**config.mk**
```make
export PLATFORM = sky130hd
export DESIGN_NAME = uart_core_8n1
export DESIGN_NICKNAME = d
export VERILOG_FILES = /design/src/rtl/uart_pkg.sv /design/src/rtl/uart_baud_gen.sv /design/src/rtl/uart_core_8n1.sv
export SDC_FILE = /design/constraint.sdc
export NUM_CORES = 1
export LEC_CHECK = 0
export ABC_CLOCK_PERIOD_IN_PS = 2850
export BUFFER_PORTS_ARGS = -buffer_cell sky130_fd_sc_hd__buf_4
export CAP_MARGIN = 20
export CORE_MARGIN = 2
export CORE_UTILIZATION = 55
export DETAILED_ROUTE_END_ITERATION = 8
export GPL_ROUTABILITY_DRIVEN = 0
export PLACE_DENSITY = 0.87
export SLEW_MARGIN = 20
export SYNTH_ARGS = -nofsm -noshare
export SYNTH_HDL_FRONTEND = slang
export SYNTH_SLANG_ARGS = --single-unit
```
**constraint.sdc**
```tcl
create_clock -name clk -period 2.85 [get_ports clk]
set_input_delay 0.1425 -clock clk [delete_from_list [all_inputs] [get_ports clk]]
set_output_delay 0.1425 -clock clk [all_outputs]
set_load 0.03 [all_outputs]
```
**src/rtl/uart_pkg.sv**
```systemverilog
// Shared constants and state types for the 8N1 UART core.
// Oversampling and frame geometry live here so both FSMs agree on them.
package uart_pkg;

   localparam int OVERSAMPLE = 16;
   localparam int DATA_BITS  = 8;
   localparam int TICK_CNT_W = $clog2(OVERSAMPLE);
   localparam int BIT_IDX_W  = $clog2(DATA_BITS);

   localparam logic [TICK_CNT_W-1:0] TICK_LAST = TICK_CNT_W'(OVERSAMPLE - 1);
   localparam logic [TICK_CNT_W-1:0] TICK_HALF = TICK_CNT_W'(OVERSAMPLE / 2 - 1);
   localparam logic [TICK_CNT_W-1:0] TICK_ONE  = TICK_CNT_W'(1);
   localparam logic [BIT_IDX_W-1:0]  BIT_LAST  = BIT_IDX_W'(DATA_BITS - 1);
   localparam logic [BIT_IDX_W-1:0]  BIT_ONE   = BIT_IDX_W'(1);

   typedef enum logic [1:0] {
      RX_IDLE,
      RX_START,
      RX_DATA,
      RX_STOP
   } uart_rx_state_t;

   typedef enum logic [1:0] {
      TX_IDLE,
      TX_START,
      TX_DATA,
      TX_STOP
   } uart_tx_state_t;

endpackage

```
**src/rtl/uart_baud_gen.sv**
```systemverilog
// 16x oversampling tick generator: integer down-counter with a 3-bit
// fractional accumulator that stretches one period per carry-out.
module uart_baud_gen (
   input  logic        clk,
   input  logic        reset_n,
   input  logic [12:0] baud_val,
   input  logic [2:0]  baud_val_frac,
   output logic        tick
);

   logic [13:0] cnt_q;
   logic [2:0]  acc_q;
   logic [3:0]  acc_sum;

   assign tick    = (cnt_q == 14'd0);
   assign acc_sum = {1'b0, acc_q} + {1'b0, baud_val_frac};

   // NOTE: state registers use non-blocking assignments so every flop samples pre-edge values.
   always_ff @(posedge clk or negedge reset_n) begin
      if (!reset_n) begin
         cnt_q <= 14'd0;
         acc_q <= 3'd0;
      end else if (tick) begin
         acc_q <= acc_sum[2:0];
         cnt_q <= {1'b0, baud_val} + 14'(acc_sum[3]);
      end else begin
         cnt_q <= cnt_q - 14'd1;
      end
   end

endmodule

```
**src/rtl/uart_core_8n1.sv**
```systemverilog
// 8N1 UART transceiver: synchronised RX deserialiser with a read handshake,
// and a TX serialiser launched by a falling edge on the write strobe.
module uart_core_8n1 #(
   parameter int SYNC_STAGES = 2
) (
   input  logic        clk,
   input  logic        reset_n,
   input  logic [12:0] baud_val,
   input  logic [2:0]  baud_val_frac,
   input  logic        rx,
   output logic        tx,
   input  logic [7:0]  data_in,
   input  logic        wen,
   output logic        txrdy,
   output logic [7:0]  data_out,
   output logic        rxrdy,
   input  logic        oen,
   output logic        framing_err,
   output logic        overflow
);
   import uart_pkg::*;

   logic tick;

   uart_baud_gen u_baud (
      .clk          (clk),
      .reset_n      (reset_n),
      .baud_val     (baud_val),
      .baud_val_frac(baud_val_frac),
      .tick         (tick)
   );

   // ---------------- RX path ----------------
   logic [SYNC_STAGES-1:0] rx_sync_q;
   logic                   rx_s;

   // Preset high so reset never looks like a start bit.
   always_ff @(posedge clk or negedge reset_n) begin
      if (!reset_n) rx_sync_q <= '1;
      else          rx_sync_q <= {rx_sync_q[SYNC_STAGES-2:0], rx};
   end

   assign rx_s = rx_sync_q[SYNC_STAGES-1];

   uart_rx_state_t         rx_state_q, rx_state_d;
   logic [TICK_CNT_W-1:0]  rx_cnt_q, rx_cnt_d;
   logic [BIT_IDX_W-1:0]   rx_idx_q, rx_idx_d;
   logic [DATA_BITS-1:0]   rx_shift_q, rx_shift_d;
   logic                   rx_done;

   always_ff @(posedge clk or negedge reset_n) begin
      if (!reset_n) begin
         rx_state_q <= RX_IDLE;
         rx_cnt_q   <= '0;
         rx_idx_q   <= '0;
         rx_shift_q <= '0;
      end else begin
         rx_state_q <= rx_state_d;
         rx_cnt_q   <= rx_cnt_d;
         rx_idx_q   <= rx_idx_d;
         rx_shift_q <= rx_shift_d;
      end
   end

   // NOTE: every output of this block gets a default first so no path can infer a latch.
   always_comb begin
      rx_state_d = rx_state_q;
      rx_cnt_d   = rx_cnt_q;
      rx_idx_d   = rx_idx_q;
      rx_shift_d = rx_shift_q;
      rx_done    = 1'b0;
      if (tick) begin
         case (rx_state_q)
            RX_IDLE: begin
               if (!rx_s) begin
                  rx_state_d = RX_START;
                  rx_cnt_d   = '0;
               end
            end
            RX_START: begin
               if (rx_cnt_q == TICK_HALF) begin
                  rx_cnt_d   = '0;
                  rx_idx_d   = '0;
                  rx_state_d = rx_s ? RX_IDLE : RX_DATA;
               end else begin
                  rx_cnt_d = rx_cnt_q + TICK_ONE;
               end
            end
            RX_DATA: begin
               if (rx_cnt_q == TICK_LAST) begin
                  rx_cnt_d   = '0;
                  rx_shift_d = {rx_s, rx_shift_q[DATA_BITS-1:1]};
                  if (rx_idx_q == BIT_LAST) rx_state_d = RX_STOP;
                  else                      rx_idx_d   = rx_idx_q + BIT_ONE;
               end else begin
                  rx_cnt_d = rx_cnt_q + TICK_ONE;
               end
            end
            RX_STOP: begin
               // Return straight to IDLE at the stop-bit centre so a following start edge is caught.
               if (rx_cnt_q == TICK_LAST) begin
                  rx_cnt_d   = '0;
                  rx_state_d = RX_IDLE;
                  rx_done    = 1'b1;
               end else begin
                  rx_cnt_d = rx_cnt_q + TICK_ONE;
               end
            end
            default: rx_state_d = RX_IDLE;
         endcase
      end
   end

   // A completing byte takes priority over a simultaneous read acknowledge.
   always_ff @(posedge clk or negedge reset_n) begin
      if (!reset_n) begin
         data_out    <= '0;
         rxrdy       <= 1'b0;
         framing_err <= 1'b0;
         overflow    <= 1'b0;
      end else if (rx_done) begin
         data_out    <= rx_shift_q;
         rxrdy       <= 1'b1;
         framing_err <= ~rx_s;
         overflow    <= oen & (overflow | rxrdy);
      end else if (!oen) begin
         rxrdy       <= 1'b0;
         framing_err <= 1'b0;
         overflow    <= 1'b0;
      end
   end

   // ---------------- TX path ----------------
   uart_tx_state_t         tx_state_q, tx_state_d;
   logic [TICK_CNT_W-1:0]  tx_cnt_q, tx_cnt_d;
   logic [BIT_IDX_W-1:0]   tx_idx_q, tx_idx_d;
   logic [DATA_BITS-1:0]   tx_shift_q, tx_shift_d;
   logic                   tx_arm_q, tx_arm_d;
   logic                   tx_d;
   logic                   wen_q;
   logic                   tx_load;

   assign txrdy   = (tx_state_q == TX_IDLE);
   assign tx_load = wen_q & ~wen & txrdy;

   always_ff @(posedge clk or negedge reset_n) begin
      if (!reset_n) begin
         wen_q      <= 1'b1;
         tx_state_q <= TX_IDLE;
         tx_cnt_q   <= '0;
         tx_idx_q   <= '0;
         tx_shift_q <= '0;
         tx_arm_q   <= 1'b0;
         tx         <= 1'b1;
      end else begin
         wen_q      <= wen;
         tx_state_q <= tx_state_d;
         tx_cnt_q   <= tx_cnt_d;
         tx_idx_q   <= tx_idx_d;
         tx_shift_q <= tx_shift_d;
         tx_arm_q   <= tx_arm_d;
         tx         <= tx_d;
      end
   end

   // Every bit boundary lands on a tick; tx_arm marks START waiting for its first tick.
   always_comb begin
      tx_state_d = tx_state_q;
      tx_cnt_d   = tx_cnt_q;
      tx_idx_d   = tx_idx_q;
      tx_shift_d = tx_shift_q;
      tx_arm_d   = tx_arm_q;
      tx_d       = tx;
      case (tx_state_q)
         TX_IDLE: begin
            tx_d = 1'b1;
            if (tx_load) begin
               tx_state_d = TX_START;
               tx_shift_d = data_in;
               tx_arm_d   = 1'b1;
               tx_cnt_d   = '0;
            end
         end
         TX_START: begin
            if (tick) begin
               if (tx_arm_q) begin
                  tx_arm_d = 1'b0;
                  tx_d     = 1'b0;
                  tx_cnt_d = '0;
               end else if (tx_cnt_q == TICK_LAST) begin
                  tx_cnt_d   = '0;
                  tx_idx_d   = '0;
                  tx_d       = tx_shift_q[0];
                  tx_shift_d = {1'b0, tx_shift_q[DATA_BITS-1:1]};
                  tx_state_d = TX_DATA;
               end else begin
                  tx_cnt_d = tx_cnt_q + TICK_ONE;
               end
            end
         end
         TX_DATA: begin
            if (tick) begin
               if (tx_cnt_q == TICK_LAST) begin
                  tx_cnt_d = '0;
                  if (tx_idx_q == BIT_LAST) begin
                     tx_d       = 1'b1;
                     tx_state_d = TX_STOP;
                  end else begin
                     tx_idx_d   = tx_idx_q + BIT_ONE;
                     tx_d       = tx_shift_q[0];
                     tx_shift_d = {1'b0, tx_shift_q[DATA_BITS-1:1]};
                  end
               end else begin
                  tx_cnt_d = tx_cnt_q + TICK_ONE;
               end
            end
         end
         TX_STOP: begin
            if (tick) begin
               if (tx_cnt_q == TICK_LAST) begin
                  tx_cnt_d   = '0;
                  tx_state_d = TX_IDLE;
               end else begin
                  tx_cnt_d = tx_cnt_q + TICK_ONE;
               end
            end
         end
         default: begin
            tx_state_d = TX_IDLE;
            tx_d       = 1'b1;
         end
      endcase
   end

endmodule

```
# ---- Yosys cells after proc, flatten, opt, wreduce, memory -nomap -nowiden
# Cells that the tools add are included.
dict set report word_totals {
  ff_bits 67
  input_bits 29
  out_inout_bits 13
  word_cells 144
}
dict set report classes {
  addsub 7
  eq_ne 30
  n_mux 64
  n_bitwise 6
  n_reduce_logical 19
}
# op n
set op_table {}
lappend op_table {{$mux 8} 7}
lappend op_table {{$mux 4} 8}
lappend op_table {{$mux 2} 15}
lappend op_table {{$ne 2x2->1 const B} 15}
lappend op_table {{$mux 3} 9}
lappend op_table {{$pmux 4 s3} 2}
lappend op_table {{$pmux 8 s3} 1}
lappend op_table {{$pmux 2 s4} 2}
lappend op_table {{$mux 1} 15}
lappend op_table {{$add 13x1->14} 1}
lappend op_table {{$logic_not 14->1} 1}
lappend op_table {{$mux 14} 1}
lappend op_table {{$sub 14x1->14 const B} 1}
lappend op_table {{$pmux 3 s2} 2}
lappend op_table {{$reduce_and 5->1} 2}
lappend op_table {{$reduce_and 3->1} 3}
lappend op_table {{$reduce_and 9->1} 1}
lappend op_table {{$add 4x1->4 const B} 2}
lappend op_table {{$eq 2x2->1 const B} 4}
lappend op_table {{$eq 4x4->1 const B} 2}
lappend op_table {{$reduce_and 8->1} 1}
lappend op_table {{$reduce_and 7->1} 1}
lappend op_table {{$add 3x1->3 const B} 2}
lappend op_table {{$eq 3x3->1 const B} 2}
lappend op_table {{other kinds (16)} 26}

# ---- Longest topological paths before layout
dict set report logic_depth {
  ltp_word 5
  depth_mapped 9
  mapped_depth_nobuf 9
}

# ---- Modules after synthesis
# A second synthesis with hierarchy kept.
dict set report unflattened {
  cells_unflattened 329
  hier_area_um2 3696.0
}
# module instances cells_each area_per_inst_um2 seq_area_each_um2
set by_module_without_submodules {}
lappend by_module_without_submodules {uart_core_8n1 1 212 2486.1 1256.2}
lappend by_module_without_submodules {uart_baud_gen 1 117 1209.9 425.4}

# ---- Worst setup path after synthesis
# OpenSTA, ideal clock, no wires.
dict set report synth_path {
  path_type {reg-to-reg}
  start {reg u_baud.cnt_q[0]}
  end {reg tx_shift_q[0]}
  setup_time_ps 125
  t_arrival_ps 2234
  required_ps 2725
  slack_ps 491
  stages_incl_launch_ff 8
  n_path_buf 0
  period_less_slack_ps 2359
  path_cell_list {dfrtp_1 -> inv_1 -> ha_1 -> nor4b_4 -> nand3_4 -> or2_1 -> a221oi_4 -> mux2_4}
}
dict set report synth_via {
  elab_chain_cells 3
  word_cells_on_any_way 4
  cone_classes {2 x eq/ne; 2 x reduce/logical}
}
# item line_no
set synth_rtl {}
lappend synth_rtl {{from (decl)} uart_baud_gen.sv:11} ;# logic [13:0] cnt_q;
lappend synth_rtl {{from (signal assigned)} uart_baud_gen.sv:25} ;# cnt_q <= {1'b0, baud_val} + 14'(acc_sum[3]);
lappend synth_rtl {{from (signal assigned)} uart_baud_gen.sv:27} ;# cnt_q <= cnt_q - 14'd1;
lappend synth_rtl {{$logic_not 14->1 (*)} uart_baud_gen.sv:15} ;# assign tick = (cnt_q == 14'd0);
lappend synth_rtl {{$ne 2x2->1 (no line)} -}
lappend synth_rtl {{$reduce_and 8->1 (no line) (*)} -}
lappend synth_rtl {{to (signal assigned)} uart_core_8n1.sv:160} ;# tx_shift_q <= tx_shift_d;
lappend synth_rtl {{to (decl)} uart_core_8n1.sv:137} ;# logic [DATA_BITS-1:0] tx_shift_q, tx_shift_d;
# Mark *: on every way between the ends. The rest lies on a longest branch, timed or not.
# A chain may end at the register's enable or synchronous reset.

# ---- Worst setup path after layout
dict set report layout_path {
  start {reg u_baud.cnt_q[0]}
  end {reg tx_shift_q[4]}
}
# The elaborated chain is that of the path after synthesis.

==> results.toml <==
[final_layout]
num_antenna_cells = 0
drive_gt1_share_pct = 28.1
syn_to_final_growth_pct = 17.8
finalNonFillerCells = 462
fin_util_pct = 67.0
fillers = 479
nets = 426

[floorplanning]
initial_utilization_pct = 56.9
rows = 29
fp.dieW_um = 84.8
die_h_um = 84.8
io-pin-count = 42
die_area_um2 = 7190
core_um2 = 6310

[routing]
wl_um = 7300
final_antenna_net_count = 0
wl_per_cell_um = 15.8
vias = 2667
drt_iter0_drc = 183
first_pass_iters = 6
drcViolationCount = 0
vias_per_cell = 5.77

[synthesis]
synth-seq-cells = 67
ys_seq_area_share_pct = 46.8
synth_largest_area_cell = "dfrtp_1"
synthTopCellsByArea = "dfrtp_1 44%, mux2_2 8.5%, ha_1 5.6%, mux2_4 3.3%, o21ai_0 3.2%"
postSynthCellCount = 331
yosysTopAreaCellShare_pct = 43.9
syn_nets = 377
mappedNetlistArea_um2 = 3590
yosysWarningCount = 0
ys_types = 46
synth_edf_count = 0
synth-async-reset-ratio_pct = 100
synthFlopType = "dfrtp_1"
synth_area_per_cell_um2 = 10.8

[cts]
post_cts_buffers = 0
clkTransAtPathRegs_ns = 0.07
cts-root-buf = "clkbuf_8"
clkSinkCount = 67
cts_resized = 0
insertion_delay_ns = 0.34
cts_buffers = 9
cts_tree = "done"
clockBufferDepth = 2
htreeDepth = 3

[sta]
hold_viol = 0
fin_crit_ns = 2.43
max_freq_mhz = 411
skew_ns = 0.00843
finalCritPeriodShare_pct = 85.3
finalSetupViolations = 0
tightest_slew_ns = 0.843
maxSlewHeadroom_pct = 43.8
whs_ns = 0.0648
rsz0062_at_grt = "false"
setup_tns_ns = 0
finalMaxSlewViolations = 0

[place]
place.detailed.hpwl_um = 5170
dp_cells = 443
port_buffers = 41

[critical_path]
cp.required_ns = 3.07
cp-end-kind = "flip-flop"
worstPathArrival_ns = 2.65
start_kind = "flip-flop"
criticalPathCategory = "flip-flop to flip-flop"
path_max_fanout = 8

[global_route]
grt_max_degree = 68
antenna_found_initial = 0
grt_use_total_pct = 21.4
grt_overflow = 0
grt_pass1_wl_um = 12200
grt_pass1_vias = 2684

[power_and_ir_drop]
power_density_nw_per_um2 = 507
swShare_pct = 25.4
pwr-share-clk_pct = 40.3
seq_power_share_pct = 49.8
p_leak_nw = 1.93
p_int_mw = 1.60
irDropWorstVdd_v = 0.000404
p_comb_share_pct = 9.9
power_mw = 2.14
p_switching_uw = 544

[run_status]
status = "completed"

[min_path]
min-delay-path-class = "input port to flip-flop"

[flow_run]
max_cap_violations = 0
-- synth_stat cells (all sizes together), types with 5 or more instances --
cell type,count
a21oi,15
buf,5
clkbuf,5
dfrtp,63
ha,16
inv,17
mux2,35
mux2i,6
nand2,29
nand3,18
nand4,5
nor2,22
nor2b,5
nor3,6
o21ai,23
xnor2,7
xor2,12
-- power groups by stage --
stage               sequential (mW)  combinational [mW]  clock (mW)
floorplan                      1.07               0.129           0
global placement               1.08               0.200           0
detailed placement             1.09               0.209           0
CTS                            1.07               0.214       0.882
global route                   1.08               0.237       0.929
finish                         1.07               0.211       0.864
-- cells in the final DEF (no fill, tap or decap), drive strengths merged, types with 3 or more instances in the layout --
cell / count
dfstp: 4
ha: 16
nand2: 29
and4: 3
nand4: 5
mux2i: 6
nor2: 22
xnor2: 7
dfrtp: 63
a21o: 3
nand2b: 3
inv: 18
mux2: 35
o31ai: 4
nor3: 6
buf: 45
nor4: 3
and3: 4
dlygate4sd3: 3
o21ai: 23
xor2: 12
clkbuf: 10
nor2b: 5
a21oi: 15
nand3: 18
-- cell families (layout without fill, tap and decap cells) --
group | Yosys count | count (layout) | share of synthesized area, %
flip-flops | 67 | 67 | 46.8
AO/OA/AOI/OAI | 56 | 56 | 10.0
XOR/XNOR | 19 | 19 | 4.64
AND/OR/NAND/NOR | 104 | 104 | 16.0
multiplexers | 41 | 41 | 13.5
buffers and inverters | 27 | 81 | 2.89
adder cells (fa/ha/maj) | 17 | 17 | 6.13
-- cell type report --
type / count / area [µm²] / area share (%)
clock buffer: 10 / 128 / 3.02
clock inverter: 6 / 88.8 / 2.10
inverter: 17 / 63.8 / 1.51
multi-input combinational: 237 / 1800 / 42.7
sequential: 67 / 1680 / 39.8
tap: 77 / 96.3 / 2.28
timing repair buffer: 48 / 368 / 8.70
-- timing repair --
item                       in CTS  in global routing
setup endpoints to repair       0                  0
hold buffers                    3                  0
hold endpoints to repair       65                  0
-- through the flow --
| stage | instance area [µm²] | worst slack, ns |
|---|---|---|
| floorplan | 3590 | 0.491 |
| global placement | 3980 | 0.514 |
| detailed placement | 3980 | 0.424 |
| CTS | 4230 | 0.409 |
| global route | 4230 | 0.294 |
| finish | 4230 | 0.418 |
-- layer usage --
layer,global-route usage (%),up-vias,share of wire (%)
met4,7.36,0,1.6
met2,37.4,61,53
li1,-,1269,-
met5,0,-,0
met3,5.60,11,3.3
met1,25.6,1326,42
-- registers in the layout, indices dropped and copies added (netlist names), 2 cells and up, named ones only --
name          count
tx_cnt_q          4
tx_shift_q        8
tx_idx_q          3
rx_cnt_q          4
rx_shift_q        8
tx_state_q        2
u_baud.cnt_q     14
data_out          8
rx_sync_q         2
rx_idx_q          3
u_baud.acc_q      3
-- worst max-delay path, stage by stage (launching register included) --
cell,delay [ns]
dfrtp_1,0.41
inv_1,0.07
ha_1,0.23
nor4b_4,0.37
nand3_4,0.17
or2_1,0.30
a221oi_4,0.21
buf_4,0.24
mux2_4,0.32
-- final timing paths --
check                           startpoint              end  slack [ns]  cells past startpoint
min reg2reg                   rx_sync_q[0]     rx_sync_q[1]        0.37                      0
min                                    oen         overflow        0.06                      2
max reg2reg                u_baud.cnt_q[0]    tx_shift_q[4]        0.42                      8
max in group asynchronous          reset_n    rx_shift_q[4]        1.84                      2
max                        u_baud.cnt_q[0]    tx_shift_q[4]        0.42                      8
min in group asynchronous          reset_n  u_baud.acc_q[1]        0.43                      2
(Power assumes the default switching activity.)
